### src/rtl/pwm_cfg_sequencer.sv
// Command-driven PWM config sequencer: decodes 32-bit words into enable, ramped duty and period-aligned frequency (optional soft start: PWM_CFG_SEQ_SOFTSTART_EN).
// Latency: enable/duty/freq_pending update one cycle after accept; frequency commits the cycle after the clearing period_end.
// Backpressure: cmd_ready drops only while a frequency update is pending; all other commands are accepted in any state.
`timescale 1ns/1ps
module pwm_cfg_sequencer #(
    parameter int DUTY_W = 24,
    parameter int FREQ_W = 32
) (
    input  logic              pwm_clk,
    input  logic              reset_n,
    input  logic              cmd_valid,
    input  logic [31:0]       cmd_data,
    output logic              cmd_ready,
    input  logic              period_end,
    output logic              pwm_enable,
    output logic [DUTY_W-1:0] duty_cycle,
    output logic [FREQ_W-1:0] frequency,
    output logic              ramp_busy,
    output logic              freq_pending
);

    typedef enum logic {S_IDLE = 1'b0, S_RAMP = 1'b1} state_t;

    state_t state_q, state_nxt;

    logic [DUTY_W-1:0] target_q, target_nxt, duty_nxt, stepped, step_d;
    logic [15:0]       step_q, step_nxt;
    logic [13:0]       interval_q, interval_nxt, cnt_q, cnt_nxt, cnt_inc, interval_eff;
    logic [FREQ_W-1:0] shadow_q, shadow_nxt, freq_nxt;
    logic              en_nxt, pend_nxt, busy_nxt;

    logic [DUTY_W:0]   duty_x, target_x, step_x, up_sum, dn_lim;
    logic              accept, ramp_active, step_due, enable_rise;
    logic [1:0]        hdr;
    logic [29:0]       payload;

    assign cmd_ready = ~freq_pending;
    assign accept    = cmd_valid & cmd_ready;
    assign hdr       = cmd_data[31:30];
    assign payload   = cmd_data[29:0];

`ifdef PWM_CFG_SEQ_SOFTSTART_EN
    assign enable_rise = accept && (hdr == 2'b00) && payload[0] && !pwm_enable;
`else
    assign enable_rise = 1'b0;
`endif

    // Step arithmetic is one bit wider than duty so closeness tests cannot wrap.
    always_comb begin
        step_d       = DUTY_W'(step_q);
        step_x       = {1'b0, step_d};
        duty_x       = {1'b0, duty_cycle};
        target_x     = {1'b0, target_q};
        up_sum       = duty_x + step_x;
        dn_lim       = target_x + step_x;
        stepped      = target_q;
        if (target_x > duty_x) begin
            if (up_sum < target_x) stepped = up_sum[DUTY_W-1:0];
        end else begin
            if (duty_x > dn_lim) stepped = duty_cycle - step_d;
        end
        interval_eff = (interval_q == 14'd0) ? 14'd1 : interval_q;
        cnt_inc      = cnt_q + 14'd1;
        step_due     = ramp_active && period_end && (cnt_inc >= interval_eff);
    end

    always_comb begin
        en_nxt       = pwm_enable;
        target_nxt   = target_q;
        step_nxt     = step_q;
        interval_nxt = interval_q;
        shadow_nxt   = shadow_q;
        pend_nxt     = freq_pending;
        freq_nxt     = frequency;

        // A disabled PWM never wraps, so commit without waiting for a boundary.
        if (freq_pending && (period_end || !pwm_enable)) begin
            freq_nxt = shadow_q;
            pend_nxt = 1'b0;
        end

        if (accept) begin
            case (hdr)
                2'b00: en_nxt = payload[0];
                2'b01: target_nxt = payload[DUTY_W-1:0];
                2'b10: begin
                    shadow_nxt = FREQ_W'(payload);
                    pend_nxt   = 1'b1;
                end
                2'b11: begin
                    step_nxt     = payload[15:0];
                    interval_nxt = payload[29:16];
                end
                default: en_nxt = pwm_enable;
            endcase
        end

        if (enable_rise)          duty_nxt = '0;
        else if (step_q == 16'd0) duty_nxt = target_nxt;
        else if (step_due)        duty_nxt = stepped;
        else                      duty_nxt = duty_cycle;

        if (!ramp_active)     cnt_nxt = '0;
        else if (step_due)    cnt_nxt = '0;
        else if (period_end)  cnt_nxt = cnt_inc;
        else                  cnt_nxt = cnt_q;

        busy_nxt = (duty_nxt != target_nxt);
    end

    always_comb begin
        state_nxt = state_q;
        case (state_q)
            S_IDLE: if ((duty_nxt != target_nxt) && (step_nxt != 16'd0)) state_nxt = S_RAMP;
            S_RAMP: if ((duty_nxt == target_nxt) || (step_nxt == 16'd0)) state_nxt = S_IDLE;
            default: state_nxt = S_IDLE;
        endcase
    end

    always_comb begin
        ramp_active = (state_q == S_RAMP);
    end

    always_ff @(posedge pwm_clk or negedge reset_n) begin
        if (!reset_n) begin
            state_q      <= S_IDLE;
            pwm_enable   <= 1'b0;
            duty_cycle   <= '0;
            frequency    <= '0;
            ramp_busy    <= 1'b0;
            freq_pending <= 1'b0;
            target_q     <= '0;
            step_q       <= '0;
            interval_q   <= 14'd1;
            cnt_q        <= '0;
            shadow_q     <= '0;
        end else begin
            state_q      <= state_nxt;
            pwm_enable   <= en_nxt;
            duty_cycle   <= duty_nxt;
            frequency    <= freq_nxt;
            ramp_busy    <= busy_nxt;
            freq_pending <= pend_nxt;
            target_q     <= target_nxt;
            step_q       <= step_nxt;
            interval_q   <= interval_nxt;
            cnt_q        <= cnt_nxt;
            shadow_q     <= shadow_nxt;
        end
    end

endmodule

### config.mk
export PLATFORM = sky130hd
export DESIGN_NAME = pwm_cfg_sequencer
export DESIGN_NICKNAME = d
export VERILOG_FILES = /design/src/rtl/pwm_cfg_sequencer.sv
export SDC_FILE = /design/constraint.sdc
export NUM_CORES = 1
export LEC_CHECK = 0
export BUFFER_PORTS_ARGS = -buffer_cell sky130_fd_sc_hd__buf_2
export CORE_MARGIN = 4
export CORE_UTILIZATION = 30
export CTS_BUF_LIST = sky130_fd_sc_hd__clkbuf_4
export DETAILED_ROUTE_END_ITERATION = 8
export GPL_ROUTABILITY_DRIVEN = 0
export HOLD_SLACK_MARGIN = 0.08
export PLACE_DENSITY_LB_ADDON = 0.05
export SLEW_MARGIN = 20
export SYNTH_ARGS = -nofsm -noshare
export SYNTH_HDL_FRONTEND = slang
export SYNTH_SLANG_ARGS = --single-unit
### constraint.sdc
create_clock -name pwm_clk -period 16 [get_ports pwm_clk]
set_input_delay 4 -clock pwm_clk [delete_from_list [all_inputs] [get_ports pwm_clk]]
set_output_delay 4 -clock pwm_clk [all_outputs]
set_load 0.02 [all_outputs]
; ---- After elaboration in Yosys (flattened, before gate mapping)
; Cells that the tools add are included.
[word_totals]
regBits = 156
in_bits = 36
[op_classes]
bitwise = 3
mux = 19
n_eq_ne = 6
n_addsub = 4
magnitude_cmp = 4
n_reduce_logical = 15
[op_table]
columns = op, n
row1 = $mux W24, 7
row2 = $mux W14, 4
row3 = $add A24 B16 Y25, 2
row4 = $logic_not A16 Y1, 2
row5 = $mux W16, 2
row6 = $gt A24 B25 Y1, 1
row7 = $lt A25 B24 Y1, 1
row8 = $eq A24 B24 Y1, 1
row9 = $gt A24 B24 Y1, 1
row10 = $ne A24 B24 Y1, 1
row11 = $sub A24 B16 Y24, 1
row12 = $reduce_bool A16 Y1, 1
row13 = $add A14 B1 Y14 const B, 1
row14 = $ge A14 B14 Y1, 1
row15 = $logic_not A14 Y1, 1
row16 = $reduce_and A2 Y1, 3
row17 = $mux W1, 5
row18 = $eq A2 B2 Y1 const B, 2
row19 = $logic_and A1 B1 Y1, 4
row20 = $ne A3 B2 Y1 const B, 1
row21 = $eq A2 B1 Y1 const B, 1
row22 = $logic_not A2 Y1, 1
row23 = $logic_or A1 B1 Y1, 2
row24 = $not A1 Y1, 2
row25 = other kinds (3), 3

; ---- Longest topological paths before layout
[depth]
ltp_word = 10
ltp_mapped = 28

; ---- Worst setup path before layout
; No wires, ideal clock.
[synth_path]
kind = input port to flip-flop
start = input cmd_data[31]
end = register state_q, in the netlist ramp_active
t_arrival_ns = 6.146
setup_time_ns = 0.133
path_buffers = 1
stages = 13
setup_slack_ns = 9.721
cell_sequence = and4bb_2 buf_2 nor2_1 a21oi_1 xnor2_1 nand4_1 nor4_1 a31o_2 o31ai_1 a2111oi_1 nand4_1 nor2_1 a31oi_1
[synth_between]
elab_chain_len = 8
[synth_rtl]
columns = element, line
row1 = from (decl), 12  ; input logic [31:0] cmd_data,
row2 = $eq A2 B1 Y1, 83  ; case (hdr)
row3 = $mux W24, 83
row4 = $mux W24, 82  ; if (accept) begin
row5 = $mux W24, 99  ; else if (step_q == 16'd0) duty_nxt = target_nxt;
row6 = $eq A24 B24 Y1 or $ne A24 B24 Y1 (tied branches), "115, 114"
row7 = $logic_or A1 B1 Y1 or $logic_and A1 B1 Y1 (tied branches), "115, 114"
row8 = "$mux W1, on equally long branches", "115, 114"
row9 = $pmux W1 S2 (*), 113  ; case (state_q)
row10 = via state_nxt, 24  ; state_t state_q, state_nxt;
row11 = to (signal assigned), 138  ; state_q <= state_nxt;
row12 = to (decl), 24
; Mark *: on every way through the listed nets, which the timed path passes. The rest lies on a longest branch.
; A chain may end at the register's enable or synchronous reset.

; ---- Worst setup path in the final report
[layout_path]
start = register target_q[1]
end = register state_q, in the netlist ramp_active
[layout_between]
elab_chain_len = 10
[layout_rtl]
columns = element, line
row1 = from (decl), 26  ; logic [DUTY_W-1:0] target_q, target_nxt, duty_nxt, stepped, step_d;
row2 = from (signal assigned), 144  ; target_q <= target_nxt;
row3 = $add A24 B16 Y25, 55  ; dn_lim = target_x + step_x;
row4 = $gt A24 B25 Y1, 60  ; if (duty_x > dn_lim) stepped = duty_cycle - step_d;
row5 = $mux W24, 60
row6 = $mux W24, 57  ; if (target_x > duty_x) begin
row7 = $mux W24, 100  ; else if (step_due) duty_nxt = stepped;
row8 = $mux W24, 99
row9 = $eq A24 B24 Y1 or $ne A24 B24 Y1 (tied branches), "115, 114"
row10 = $logic_or A1 B1 Y1 or $logic_and A1 B1 Y1 (tied branches), "115, 114"
row11 = "$mux W1, on equally long branches", "115, 114"
row12 = $pmux W1 S2 (*), 113
row13 = via state_nxt, 24
; Marked as above.

==> impl_results.md <==
- Status: finished clean
- FF-to-FF path depth: 27
- Most common cell after layout, fill and taps aside: dfrtp_1
- Max incr delay on CP: 940 ps
- Area occupied by multi-input gates: 8330 um^2
- Post-Syn Instances: 1429
- Worst reg2reg path endpoint: ramp_active
- Area contributors post-synth: dfrtp_1 30%, ha_1 13%, mux2_2 8.1%, a21oi_1 4.3%, xnor2_1 4.1%
- Endpoints failing setup: 0
- Fin. Hold Viols: 0
- Syn-to-layout area delta: 10.3%
- Max-slew violations: 0
- RSZ-0062 raised after global routing: no
- Clk buf depth: 2
- Vias in the first global route: 11600
- Max-cap viol count: 0
- Crit path arrival time: 9270 ps
- Chip width: 216 um
- FF+latch count, synth: 156
- Starting Density: 30.6%
- Rel. slew slack: 27.5%
- Max Freq: 114 MHz
- Slowest cell on crit path: nor4_1
- Clk slew on worst S/H paths: 150 ps
- Largest net degree at the start of global routing: 70
- ANT nets after route: 0
- Sink Count: 156
- Wire length per cell: 24.7 um
- DRC viols: 0
- Hold WC Path Type: reg2reg
- Share of the synthesized area in the top cell type: 29.9%
- 1st-pass router iterations: 5
- Hold Crit Depth: 1
- Dpl cells: 2060
- First-pass GRT wire length: 77.5 mm
- Final worst path period need: 8790 ps
- FILL cells: 4519
- Port bufs: 93
- Hold_sp: shadow_q[13]
- Worst skew pair latency: 600 ps
- H-tree levels: 4
- Commonest non-fill, non-tap cells in the layout: 155 x dfrtp_1, 134 x ha_1, 120 x inv_1, 111 x a21oi_1, 104 x nor2_1
- Critical path class: reg2reg
- Post-CTS Resized: 0
- Post-Route WL: 51.6 mm
- Tot GR Track Use: 21.8%
- Crit-path most repeated cell: a21oi_1
- Root Buffer: clkbuf_4
- Non-Filler Instances: 2093
- 1st-iter DRT viols: 967
- Via/cell ratio: 5.51
- Layout Nets: 1675
- Die ar.: 46600 um^2
- Syn Std Cell Area: 13000 um^2
- FF/Latch Area: 3910 um^2
- Reg-to-reg slack, setup: 7210 ps
- Least-Margin Pin Slew: 1080 ps
- Antenna violations before repair: 1
- Worst hold endpoint: frequency[13]
- DP HPWL: 41.4 mm
- Critical Path End Type: flop
- Num ports: 96
- Period Utilization, post-route: 54.9%
- Worst Path Required: 16480 ps
- Synth Warn #: 0
- Worst-path maximum fanout: 26
- Avg Cell Area, Syn: 9.07 um^2
- Critical R2R Launch: target_q[1]
- Cell row count: 75
- GRT overflow: 0
- EDFF count, synth: 0
- Lkg Pwr: 6.33 nW
- Top FF cell, synth: dfrtp_1
- PwrDens: 232 nW/um^2
- CTS tree: yes
- Die height: 216 um
- Area leader, netlist: dfrtp_1
- Distinct cells, synth: 102
- Crit path launch type: flop
- Hold buffer count at cts: 0
- Setup bufs post-CTS: 0
- Asr flop ratio synth: 100%
- Sequential cell area fraction in the yosys report: 30.1%
- Core ar.: 42300 um^2
- Setup TNS: 0 ps
- Layout cells sized above 1: 18.2%
- Post-Route Skew: 22.6 ps
- Peak supply drop: 103 uV
- Routed vias: 11500
- Clock buffer count from CTS: 17
power breakdown:
group | internal, W | leakage (nW) | switching, W | total, W
clock | 0.0000702 | 0.142 | 0.000174 | 0.000244
combinational | 0.000847 | 4.33 | 0.00153 | 0.00237
sequential | 0.000513 | 1.86 | 0.000182 | 0.000696
total | 0.00143 | 6.33 | 0.00188 | 0.00331
final cells by class:
cell class / count / share of cell area (%)
Antenna cell: 1 / 0.0175
Clock buffer: 18 / 0.946
Clock inverter: 14 / 0.911
Inverter: 122 / 3.21
Multi-Input combinational cell: 1094 / 58.3
Sequential cell: 156 / 27.3
Tap cell: 577 / 5.05
Timing Repair Buffer: 111 / 4.25
through the flow:
stage | util [%] | instance area (um^2) | power [W] | hold WS, ps | setup WS, ps
after global routing | 33.8 | 14300 | 0.00357 | 532 | 6710
after CTS | 33.8 | 14300 | 0.00331 | 521 | 7370
after detailed placement | 33.1 | 14000 | 0.00305 | 488 | 7430
final | 33.8 | 14300 | 0.00331 | 512 | 7210
after global placement | 33.1 | 14000 | 0.00306 | 483 | 7430
after floorplan | - | 13000 | 0.00225 | 477 | 9720
cells in the mapped netlist (all sizes together) (9+ instances only):
| cell | count |
|---|---|
| nand3 | 36 |
| o21ai | 71 |
| nand4 | 26 |
| a21o | 21 |
| nor4 | 22 |
| a31oi | 13 |
| a32o | 13 |
| and3 | 11 |
| clkbuf | 32 |
| nor2 | 106 |
| xnor2 | 61 |
| ha | 134 |
| mux2i | 14 |
| o21bai | 9 |
| xor2 | 19 |
| a211oi | 26 |
| inv | 121 |
| nand2 | 82 |
| o21a | 11 |
| nor3 | 26 |
| o211ai | 20 |
| or3 | 9 |
| buf | 26 |
| o2111ai | 9 |
| a21oi | 115 |
| a2111oi | 12 |
| mux2 | 94 |
| dfrtp | 155 |
metal layers:
metal	global-route usage, %	wire length, um
met1	30.8	24300
met2	35.6	24000
met3	2.90	2150
met4	5.05	1190
met5	0	0
critical path, delay by kind of cell, from the launching register on:
family,cells,cell delay [ps]
AO/OA/AOI/OAI,17,4530
adder cells (fa/ha/maj),2,640
buffers and inverters,1,360
flip-flops,1,540
AND/OR/NAND/NOR,7,2580
sequential cells by signal, summed over array words and instances (netlist names):
register      cells
ramp_active       1
ramp_busy         1
pwm_enable        1
interval_q       14
shadow_q         30
freq_pending      1
duty_cycle       24
cnt_q            14
step_q           16
target_q         24
frequency        30
cells by family (layout without fill, tap and decap cells):
group | count (synthesis) | in the layout | synth area share [%]
AND/OR/NAND/NOR | 358 | 358 | 13.7
multiplexers | 108 | 108 | 9.28
XOR/XNOR | 80 | 80 | 5.41
adder cells (fa/ha/maj) | 137 | 137 | 13.4
other | 1 | 3 | 0.0289
AO/OA/AOI/OAI | 409 | 409 | 22.2
flip-flops | 156 | 156 | 30.1
buffers and inverters | 180 | 265 | 5.81
worst max-delay path by stage:
stage	from	end	slack, ps	cells after the start
after floorplan	cmd_data[31]	ramp_active	9720	13
after global placement	target_q[1]	ramp_active	7430	27
after detailed placement	target_q[1]	ramp_active	7430	27
after CTS	target_q[1]	ramp_active	7370	27
after global routing	target_q[1]	ramp_busy	6710	27
final	target_q[1]	ramp_active	7210	27
No activity file was read; power rests on OpenSTA's default activity.
